$ cat src/rtl/sram_arb_pkg.sv
// Shared types and geometry for the SRAM arbiter: 512K x 16 part, 32-bit word accesses
// split into two halfword cycles.
package sram_arb_pkg;

  localparam int unsigned SrAw  = 19;
  localparam int unsigned CpuAw = SrAw - 1;

  typedef enum logic [2:0] {
    StIdle,
    StVlo,
    StVhi,
    StClo,
    StChi
  } state_t;

endpackage

$ cat src/rtl/sram_pins.sv
// Registered SRAM pin driver: decodes the state being entered into glitch-free strobes,
// address and write data.
module sram_pins
  import sram_arb_pkg::*;
(
  input  logic             clk,
  input  logic             rst,
  input  state_t           state_nxt,
  input  logic [CpuAw-1:0] adr,
  input  logic             wr,
  input  logic [3:0]       ben,
  input  logic [31:0]      wdata,
  output logic [SrAw-1:0]  sr_adr,
  output logic [15:0]      sr_dout,
  output logic             sr_doe,
  output logic             sr_ce_n,
  output logic             sr_oe_n,
  output logic             sr_we_n,
  output logic             sr_lb_n,
  output logic             sr_ub_n
);

  logic [SrAw-1:0] adr_d;
  logic [15:0]     dout_d;
  logic            doe_d, ce_d, oe_d, we_d, lb_d, ub_d, hi;

  always_comb begin
    hi     = (state_nxt == StVhi) || (state_nxt == StChi);
    adr_d  = sr_adr;
    dout_d = sr_dout;
    doe_d  = 1'b0;
    ce_d   = 1'b1;
    oe_d   = 1'b1;
    we_d   = 1'b1;
    lb_d   = 1'b1;
    ub_d   = 1'b1;
    unique case (state_nxt)
      StVlo, StVhi: begin
        ce_d  = 1'b0;
        oe_d  = 1'b0;
        lb_d  = 1'b0;
        ub_d  = 1'b0;
        adr_d = {adr, hi};
      end
      StClo, StChi: begin
        ce_d  = 1'b0;
        adr_d = {adr, hi};
        if (wr) begin
          doe_d  = 1'b1;
          we_d   = 1'b0;
          lb_d   = hi ? ~ben[2] : ~ben[0];
          ub_d   = hi ? ~ben[3] : ~ben[1];
          dout_d = hi ? wdata[31:16] : wdata[15:0];
        end else begin
          oe_d = 1'b0;
          lb_d = 1'b0;
          ub_d = 1'b0;
        end
      end
      default: begin
      end
    endcase
  end

  // Async reset so the strobes release immediately when an access is aborted.
  always_ff @(posedge clk or negedge rst) begin
    if (!rst) begin
      sr_adr  <= '0;
      sr_dout <= '0;
      sr_doe  <= 1'b0;
      sr_ce_n <= 1'b1;
      sr_oe_n <= 1'b1;
      sr_we_n <= 1'b1;
      sr_lb_n <= 1'b1;
      sr_ub_n <= 1'b1;
    end else begin
      sr_adr  <= adr_d;
      sr_dout <= dout_d;
      sr_doe  <= doe_d;
      sr_ce_n <= ce_d;
      sr_oe_n <= oe_d;
      sr_we_n <= we_d;
      sr_lb_n <= lb_d;
      sr_ub_n <= ub_d;
    end
  end

endmodule

$ cat src/rtl/sram_arb.sv
// Two-port SRAM arbiter: video fetches take priority over CPU reads/writes; each 32-bit
// word is moved as a low then a high halfword.
module sram_arb
  import sram_arb_pkg::*;
(
  input  logic             clk,
  input  logic             rst,
  input  logic [CpuAw-1:0] cpu_adr,
  input  logic             cpu_rd,
  input  logic             cpu_wr,
  input  logic [3:0]       cpu_ben,
  input  logic [31:0]      cpu_wdata,
  output logic [31:0]      cpu_rdata,
  output logic             cpu_stall,
  input  logic             vreq,
  input  logic [CpuAw-1:0] vadr,
  output logic [31:0]      viddata,
  output logic             vack,
  output logic [SrAw-1:0]  sr_adr,
  output logic [15:0]      sr_dout,
  input  logic [15:0]      sr_din,
  output logic             sr_doe,
  output logic             sr_ce_n,
  output logic             sr_oe_n,
  output logic             sr_we_n,
  output logic             sr_lb_n,
  output logic             sr_ub_n
);

  state_t           state_q, state_d;
  logic             pend_q, pend_d, pend_eff, cpu_req;
  logic [CpuAw-1:0] vadr_q, eff_vadr, acc_adr_q, acc_adr_d;
  logic [15:0]      lo_q;
  logic [31:0]      viddata_q, rdata_q;
  logic             vack_q, done_q;

  always_comb begin
    pend_eff = pend_q | vreq;
    eff_vadr = vreq ? vadr : vadr_q;
    cpu_req  = (cpu_rd | cpu_wr) & ~done_q;
    state_d  = state_q;
    unique case (state_q)
      StVlo:   state_d = StVhi;
      StClo:   state_d = StChi;
      // Grant points: IDLE, VHI, CHI. A CPU request is never re-granted straight out of CHI.
      default: begin
        if (pend_eff)                           state_d = StVlo;
        else if (cpu_req && state_q != StChi)   state_d = StClo;
        else                                    state_d = StIdle;
      end
    endcase
    pend_d    = (state_d == StVlo) ? 1'b0 : pend_eff;
    acc_adr_d = acc_adr_q;
    if (state_d == StVlo)      acc_adr_d = eff_vadr;
    else if (state_d == StClo) acc_adr_d = cpu_adr;
  end

  always_ff @(posedge clk or negedge rst) begin
    if (!rst) begin
      state_q   <= StIdle;
      pend_q    <= 1'b0;
      vadr_q    <= '0;
      acc_adr_q <= '0;
      lo_q      <= '0;
      viddata_q <= '0;
      rdata_q   <= '0;
      vack_q    <= 1'b0;
      done_q    <= 1'b0;
    end else begin
      state_q   <= state_d;
      pend_q    <= pend_d;
      acc_adr_q <= acc_adr_d;
      if (vreq) vadr_q <= vadr;
      if (state_q == StVlo || state_q == StClo) lo_q <= sr_din;
      if (state_q == StVhi) viddata_q <= {sr_din, lo_q};
      if (state_q == StChi && cpu_rd) rdata_q <= {sr_din, lo_q};
      vack_q <= (state_q == StVhi);
      done_q <= (state_q == StChi);
    end
  end

  assign cpu_stall = (cpu_rd | cpu_wr) & ~done_q;
  assign cpu_rdata = rdata_q;
  assign viddata   = viddata_q;
  assign vack      = vack_q;

  sram_pins u_pins (
    .clk      (clk),
    .rst      (rst),
    .state_nxt(state_d),
    .adr      (acc_adr_d),
    .wr       (cpu_wr),
    .ben      (cpu_ben),
    .wdata    (cpu_wdata),
    .sr_adr   (sr_adr),
    .sr_dout  (sr_dout),
    .sr_doe   (sr_doe),
    .sr_ce_n  (sr_ce_n),
    .sr_oe_n  (sr_oe_n),
    .sr_we_n  (sr_we_n),
    .sr_lb_n  (sr_lb_n),
    .sr_ub_n  (sr_ub_n)
  );

endmodule

$ cat config.mk
export PLATFORM = sky130hd
export DESIGN_NAME = sram_arb
export DESIGN_NICKNAME = d
export VERILOG_FILES = /design/src/rtl/sram_arb_pkg.sv /design/src/rtl/sram_pins.sv /design/src/rtl/sram_arb.sv
export SDC_FILE = /design/constraint.sdc
export NUM_CORES = 1
export LEC_CHECK = 0
export CORE_ASPECT_RATIO = 0.5
export CORE_UTILIZATION = 50
export DETAILED_ROUTE_END_ITERATION = 7
export HOLD_SLACK_MARGIN = 0.06
export MAX_ROUTING_LAYER = met4
export PLACE_DENSITY = 0.86
export SETUP_SLACK_MARGIN = 0.1
export SLEW_MARGIN = 20
export SYNTH_ARGS = -nofsm -noshare
export SYNTH_HDL_FRONTEND = slang
export SYNTH_SLANG_ARGS = --single-unit
export TNS_END_PERCENT = 10
$ cat constraint.sdc
create_clock -name clk -period 4.25 [get_ports clk]
set_clock_uncertainty 0.05 [all_clocks]
set_input_delay 0.6375 -clock clk [delete_from_list [all_inputs] [get_ports clk]]
set_output_delay 0.6375 -clock clk [all_outputs]
set_load 0.1 [all_outputs]
==> results.md, run 1 <==
* DRC Markers at 0
* Post-CTS sizing at 0
* Routability congestion estimate at about 0.8
* Worst slack at placement at 1.29 ns
* Yosys warning count at 0
* Initial antenna violation count at 0
* Total grt overflow at 0
* WL per Instance at between 15 and 20 µm
* CP Launch Point: u_pins.sr_ce_n
* Core ar. at between 0.01 and 0.015 mm²
* Worst-path fanout max at 1
* I/O Pins at 200
* Area Overhead vs Synth at 41.1%
* First-pass iteration count of the detailed router at 5
* Cells on worst reg2reg path at 5
* Area of the multi-input gates at 0.00236 mm²
* Rows at 29
* Hold Fails Final Rpt at 0
* Max Slew Vio Count at 0
* Min-delay worst type: input pin to async pin
* CP top delay family: buffers and inverters
* Max frequency at approximately 0.36 GHz
* Chip width at between 150 and 200 µm
* Vias in the first global route at 5093
* CP cell instances: clkdlybuf4s50_1
* Clock Latency Late Sink at ~0.41 ns
* CTS H-tree depth at 4
* Via-per-instance ratio at ~5.5
* Mapped Cells at 531
* Die Footprint at approximately 0.014 mm²
* First-pass GRT wire length at approximately 27000 µm
* Setup violations, final at 0
* Period minus WS final at between 2 and 3 ns
* CP Capture Type: output pin
* Crit Path Class: flip-flop to output pin
* Starting DRC count in detailed routing at between 400 and 500
* Cts-stage hold buffer count at 0
* Status: finished, final reports clean
* Die Y at around 83 µm
* Post-Route Setup TNS at 0 ns
* Required time worst endpoint at roughly 3.6 ns
* Syn_nets at 624
* Worst-Margin Slew at between 1 and 1.5 ns
* Largest net degree at the start of global routing at 85
* # diodes at 0
* Reg-to-reg endpoint: u_pins.sr_adr[1]
* DRT Wirelength at 16500 µm
* Fin worst setup slack at 1.48 ns
* Via count at between 4000 and 5000
* Mapped cell area at roughly 0.0066 mm²
* CP max stage delay at ~1.1 ns
* Maximum clock path buffer count at 2
* Nets at 818
* RSZ-0062 raised after global routing: no
* Total CTS buffers at 17
* Max Cap Viol at 0
* Total GRT Usage at 26.2%
* Seq/Total Area, Yosys at 61.9%
* Worst slew margin at 32.6%
* Startpoint types: flip-flop
* Seq cells post-synth at about 160
* FF+latch area at between 0.004 and 0.005 mm²
* CTS sink cnt at around 160
* Share of cells above drive strength 1 at a little over a fifth
* CTS tree: built
* Register-to-register setup slack at between 1.5 and 2 ns
* DP HPWL at ~11000 µm
* Crit-path slowest cell: clkdlybuf4s50_1
* FF-to-FF Start: state_q[2]
* Buffer count from post-CTS setup fixing at 0
* Port Buffers at 199
* Worst EP arrival at approximately 2.1 ns
* Worst path buffer plus inverter count at 1
* Number of fill cells at between 800 and 900
* Unique masters post-synth at 33
* Clock root cell: clkbuf_16
* Initial Util at between 50% and 60%
* Tcrit/Tclk final at about 65%
* Post-Syn Area per Cell at between 10 and 15 µm²
* Reg clk slew, reported paths at ~0.07 ns
* Post-route antenna net violation count at 0
stage by stage:
step / cell area (µm²) / utilization (%) / hold WS (ns) / cells
4_1_cts: 9310 / 72.9 / 0.237 / 908
6_report: 9310 / 72.9 / 0.214 / 908
3_5_place_dp: 8720 / 68.3 / 0.431 / 876
5_1_grt: 9310 / 72.9 / 0.277 / 908
2_1_floorplan: 6600 / - / 0.292 / 531
3_3_place_gp: 8720 / 68.3 / 0.420 / 876
flip-flops by register name, indices dropped and copies added (netlist names), 3 cells and up:
| register | count |
|---|---|
| u_pins.sr_dout | 16 |
| viddata | 32 |
| u_pins.sr_adr | 19 |
| acc_adr_q | 18 |
| lo_q | 16 |
| vadr_q | 18 |
| state_q | 3 |
| cpu_rdata | 32 |
Yosys cell counts (all sizes together):
master,count,area [µm²]
a21oi,1,16.3
a2bb2oi,18,158
a31oi,19,119
and2,2,12.5
and2b,1,7.51
buf,24,133
clkbuf,8,31.3
dfrtp,158,3950
dfstp,5,131
inv,1,3.75
mux2,98,1100
mux2i,1,10.0
nand2,136,510
nand2b,2,20.0
nand3,2,10.0
nand3b,1,11.3
nand4,1,6.26
nor2,6,25.0
nor2b,1,6.26
nor3,1,10.0
nor3b,2,25.0
o21ai,4,23.8
o21ba,1,10.0
o22ai,37,231
o2bb2ai,1,27.5
worst max path at each step:
stage,endpoint,slack (ns),cells past startpoint
after floorplan,u_pins.sr_dout[10],1.99,5
after global placement,u_pins.sr_dout[2],1.35,7
after detailed placement,u_pins.sr_dout[10],1.29,7
after CTS,sr_ce_n,1.45,1
after global routing,sr_oe_n,1.44,1
final,sr_ce_n,1.48,1
cell families after synthesis:
logic type | Yosys count | synth area share, %
flops | 163 | 61.9
simple gates | 155 | 9.77
mux | 99 | 16.9
compound gates | 81 | 8.88
buf+inv | 33 | 2.54
per-layer routing:
layer,track usage [%],share of wire (%),vias up
met5,-,0,-
met4,8.34,1.1,0
met3,3.90,5.0,23
met2,41.8,50,185
met1,34.7,44,2494
li1,-,-,2261
cell usage in the layout, fill, tap and decap left out, drive strengths merged, types with 2 or more instances in the layout:
cell type / Yosys / final
and2: 2 / 2
nand2: 136 / 136
dfrtp: 158 / 158
o21ai: 4 / 4
inv: 1 / 9
dfstp: 5 / 5
a31oi: 19 / 19
nor3b: 2 / 2
clkdlybuf4s50: 0 / 197
clkinvlp: 0 / 4
clkbuf: 8 / 18
buf: 24 / 10
a2bb2oi: 18 / 18
o22ai: 37 / 37
mux2: 98 / 98
nand3: 2 / 2
nand2b: 2 / 2
nor2: 6 / 6
cell type report:
cell class	instances	area share [%]
sequential	163	43.9
tap	170	2.29
multi-input combinational	335	25.4
clock buffer	18	4.72
inverter	1	0.0403
clock inverter	14	1.53
timing repair buffer	207	22.2
Power of run 1 is not shown: default switching activity piles up to over one toggle a cycle in this logic, so the estimate is an artifact.
==> inputs of run 2 (changes only) <==
--- a/config.mk
+++ b/config.mk
@@ -6,11 +6,11 @@
 export NUM_CORES = 1
 export LEC_CHECK = 0
 export CORE_ASPECT_RATIO = 0.5
-export CORE_UTILIZATION = 50
+export CORE_UTILIZATION = 47
 export DETAILED_ROUTE_END_ITERATION = 7
 export HOLD_SLACK_MARGIN = 0.06
 export MAX_ROUTING_LAYER = met4
-export PLACE_DENSITY = 0.86
+export PLACE_DENSITY = 0.82
 export SETUP_SLACK_MARGIN = 0.1
 export SLEW_MARGIN = 20
 export SYNTH_ARGS = -nofsm -noshare
==> constraint.sdc (replaced) <==
create_clock -name clk -period 2.9 [get_ports clk]
set_clock_uncertainty 0.05 [all_clocks]
set_input_delay 0.435 -clock clk [delete_from_list [all_inputs] [get_ports clk]]
set_output_delay 0.435 -clock clk [all_outputs]
set_load 0.1 [all_outputs]
==> results.md, run 2 (same netlist as run 1, synthesis figures left out) <==
* Min-delay worst type: flip-flop to flip-flop
* Hold Fails Final Rpt at 0 (unchanged)
* Vias in the first global route at 5111 (+0.35%)
* Starting DRC count in detailed routing at 377 (-18%)
* Max frequency at between 0.4 and 0.5 GHz
* CP Capture Type: flip-flop
* CTS H-tree depth at 4 (unchanged)
* Port Buffers at 199 (unchanged)
* DP HPWL at 11000 µm (+2.3%)
* Max Cap Viol at 0 (unchanged)
* DRC Markers at 0 (unchanged)
* First-pass iteration count of the detailed router at 4 (-1)
* Clock Latency Late Sink at 0.40 ns (about the same)
* Worst slew margin at 43.7% (+11 points)
* Post-route antenna net violation count at 0 (unchanged)
* Total GRT Usage at 23.7% (-2.5 points)
* Worst-path fanout max at 18 (+17)
* Die Y at 85.8 µm (+3.1%)
* Total grt overflow at 0 (unchanged)
* Maximum clock path buffer count at 2 (unchanged)
* Worst-Margin Slew at 0.844 ns (-0.164 ns)
* Worst EP arrival at 2.38 ns (+0.29 ns)
* Core ar. at 0.0136 mm² (+6.7%)
* Max Slew Vio Count at 0 (unchanged)
* Setup violations, final at 0 (unchanged)
* CTS sink cnt at 163 (unchanged)
* First-pass GRT wire length at 26200 µm (-1.9%)
* DRT Wirelength at 16100 µm (-2.5%)
* Share of cells above drive strength 1 at 35.8% (+15 points)
* RSZ-0062 raised after global routing: no
* Post-Route Setup TNS at 0 ns (unchanged)
* FF+latch area at 0.00409 mm² (unchanged)
* Startpoint types: input pin
* Status: finished, final reports clean
* I/O Pins at 200 (unchanged)
* Nets at 825 (+0.86%)
* Crit Path Class: input pin to flip-flop
* Reg clk slew, reported paths at 0.06 ns (about the same)
* Period minus WS final at 2.15 ns
* Commonest non-fill, non-tap cell in the layout: dfrtp_1
* Number of fill cells at 1033 (+20%)
* Tcrit/Tclk final at approximately 74%
* Initial Util at 48.4% (-3.2 points)
* Clock root cell: clkbuf_16
* CTS tree: built
* Routability congestion estimate at 0.780 (-0.93%)
* Via-per-instance ratio at 5.20 (-4.8%)
* Area of the multi-input gates at 0.00236 mm² (unchanged)
* Via count at 4877 (-1.7%)
* WL per Instance at 17.2 µm (-5.5%)
* Area Overhead vs Synth at 38.4%
* Chip width at 170 µm (+3.1%)
* Rows at 30 (+3.4%)
* Initial antenna violation count at 0 (unchanged)
* Buffer count from post-CTS setup fixing at 0 (unchanged)
* Required time worst endpoint at 3.13 ns (-0.43 ns)
* # diodes at 0 (unchanged)
* Die Footprint at 0.0145 mm² (+6.3%)
* Commonest non-fill, non-tap cells in the layout: dfrtp_1, nand2_1, buf_4, mux2_2, clkdlybuf4s50_1
* Total CTS buffers at 17 (unchanged)
* Largest net degree at the start of global routing at 71 (-16%)
[run 2: cell types whose count changed in the layout (fill, tap and decap cells not counted), moves of 4 or more]
cell	previous run	this run
clkinv_4	0	4
clkdlybuf4s50_1	197	91
buf_4	8	119
clkinvlp_4	4	0
[run 2: path summary, 6_finish.rpt]
path	cells after the start	to	from	slack, ns
max	5	u_pins.sr_dout[12]	cpu_wr	0.75
min	1	cpu_rdata[6]	cpu_rdata[6]	0.45
max reg2reg	5	u_pins.sr_adr[18]	state_q[2]	0.89
min reg2reg	1	cpu_rdata[6]	cpu_rdata[6]	0.45
max in group asynchronous	3	u_pins.sr_ub_n	rst	1.39
min in group asynchronous	2	vadr_q[6]	rst	0.55
[run 2: repair_timing]
item / 4_1_cts / 5_1_grt
endpoints found under the hold margin: 67 / 0
hold buffers: 1 / 0
gates resized for setup: 0 / 0
[run 2: worst max-delay path, cell delays in order]
cell and delay (ns):
clkdlybuf4s50_1 0.62, o21ba_2 0.29, nand2b_4 0.15, o2bb2ai_4 0.47, mux2_2 0.40
[run 2: layout make-up]
cell class | instances | area share, %
sequential | 163 | 44.8
multi-input combinational | 335 | 25.9
timing repair buffer | 214 | 20.4
clock buffer | 18 | 4.70
tap | 192 | 2.63
clock inverter | 14 | 1.58
inverter | 1 | 0.0411
[run 2: metal layers]
layer  track usage [%]  wire length, µm  vias up
met2              39.9             8200      154
li1                  -                -     2268
met1              29.7             7080     2437
met3              4.29              621       18
met5                 -                0        -
met4              6.55              226        0
[run 2: through the flow]
step / instances / hold WS [ns] / worst slack (ns) / util (%) / area (µm²)
after detailed placement: 904 / 0.432 / 0.352 / 62.7 / 8540
after CTS: 937 / 0.450 / 0.770 / 67.0 / 9130
after global routing: 937 / 0.468 / 0.683 / 67.0 / 9130
final: 937 / 0.449 / 0.752 / 67.0 / 9130
after global placement: 904 / 0.423 / 0.418 / 62.7 / 8540
after floorplan: 531 / 0.0894 / 0.845 / - / 6600
Power of run 2 is left out for the same reason.
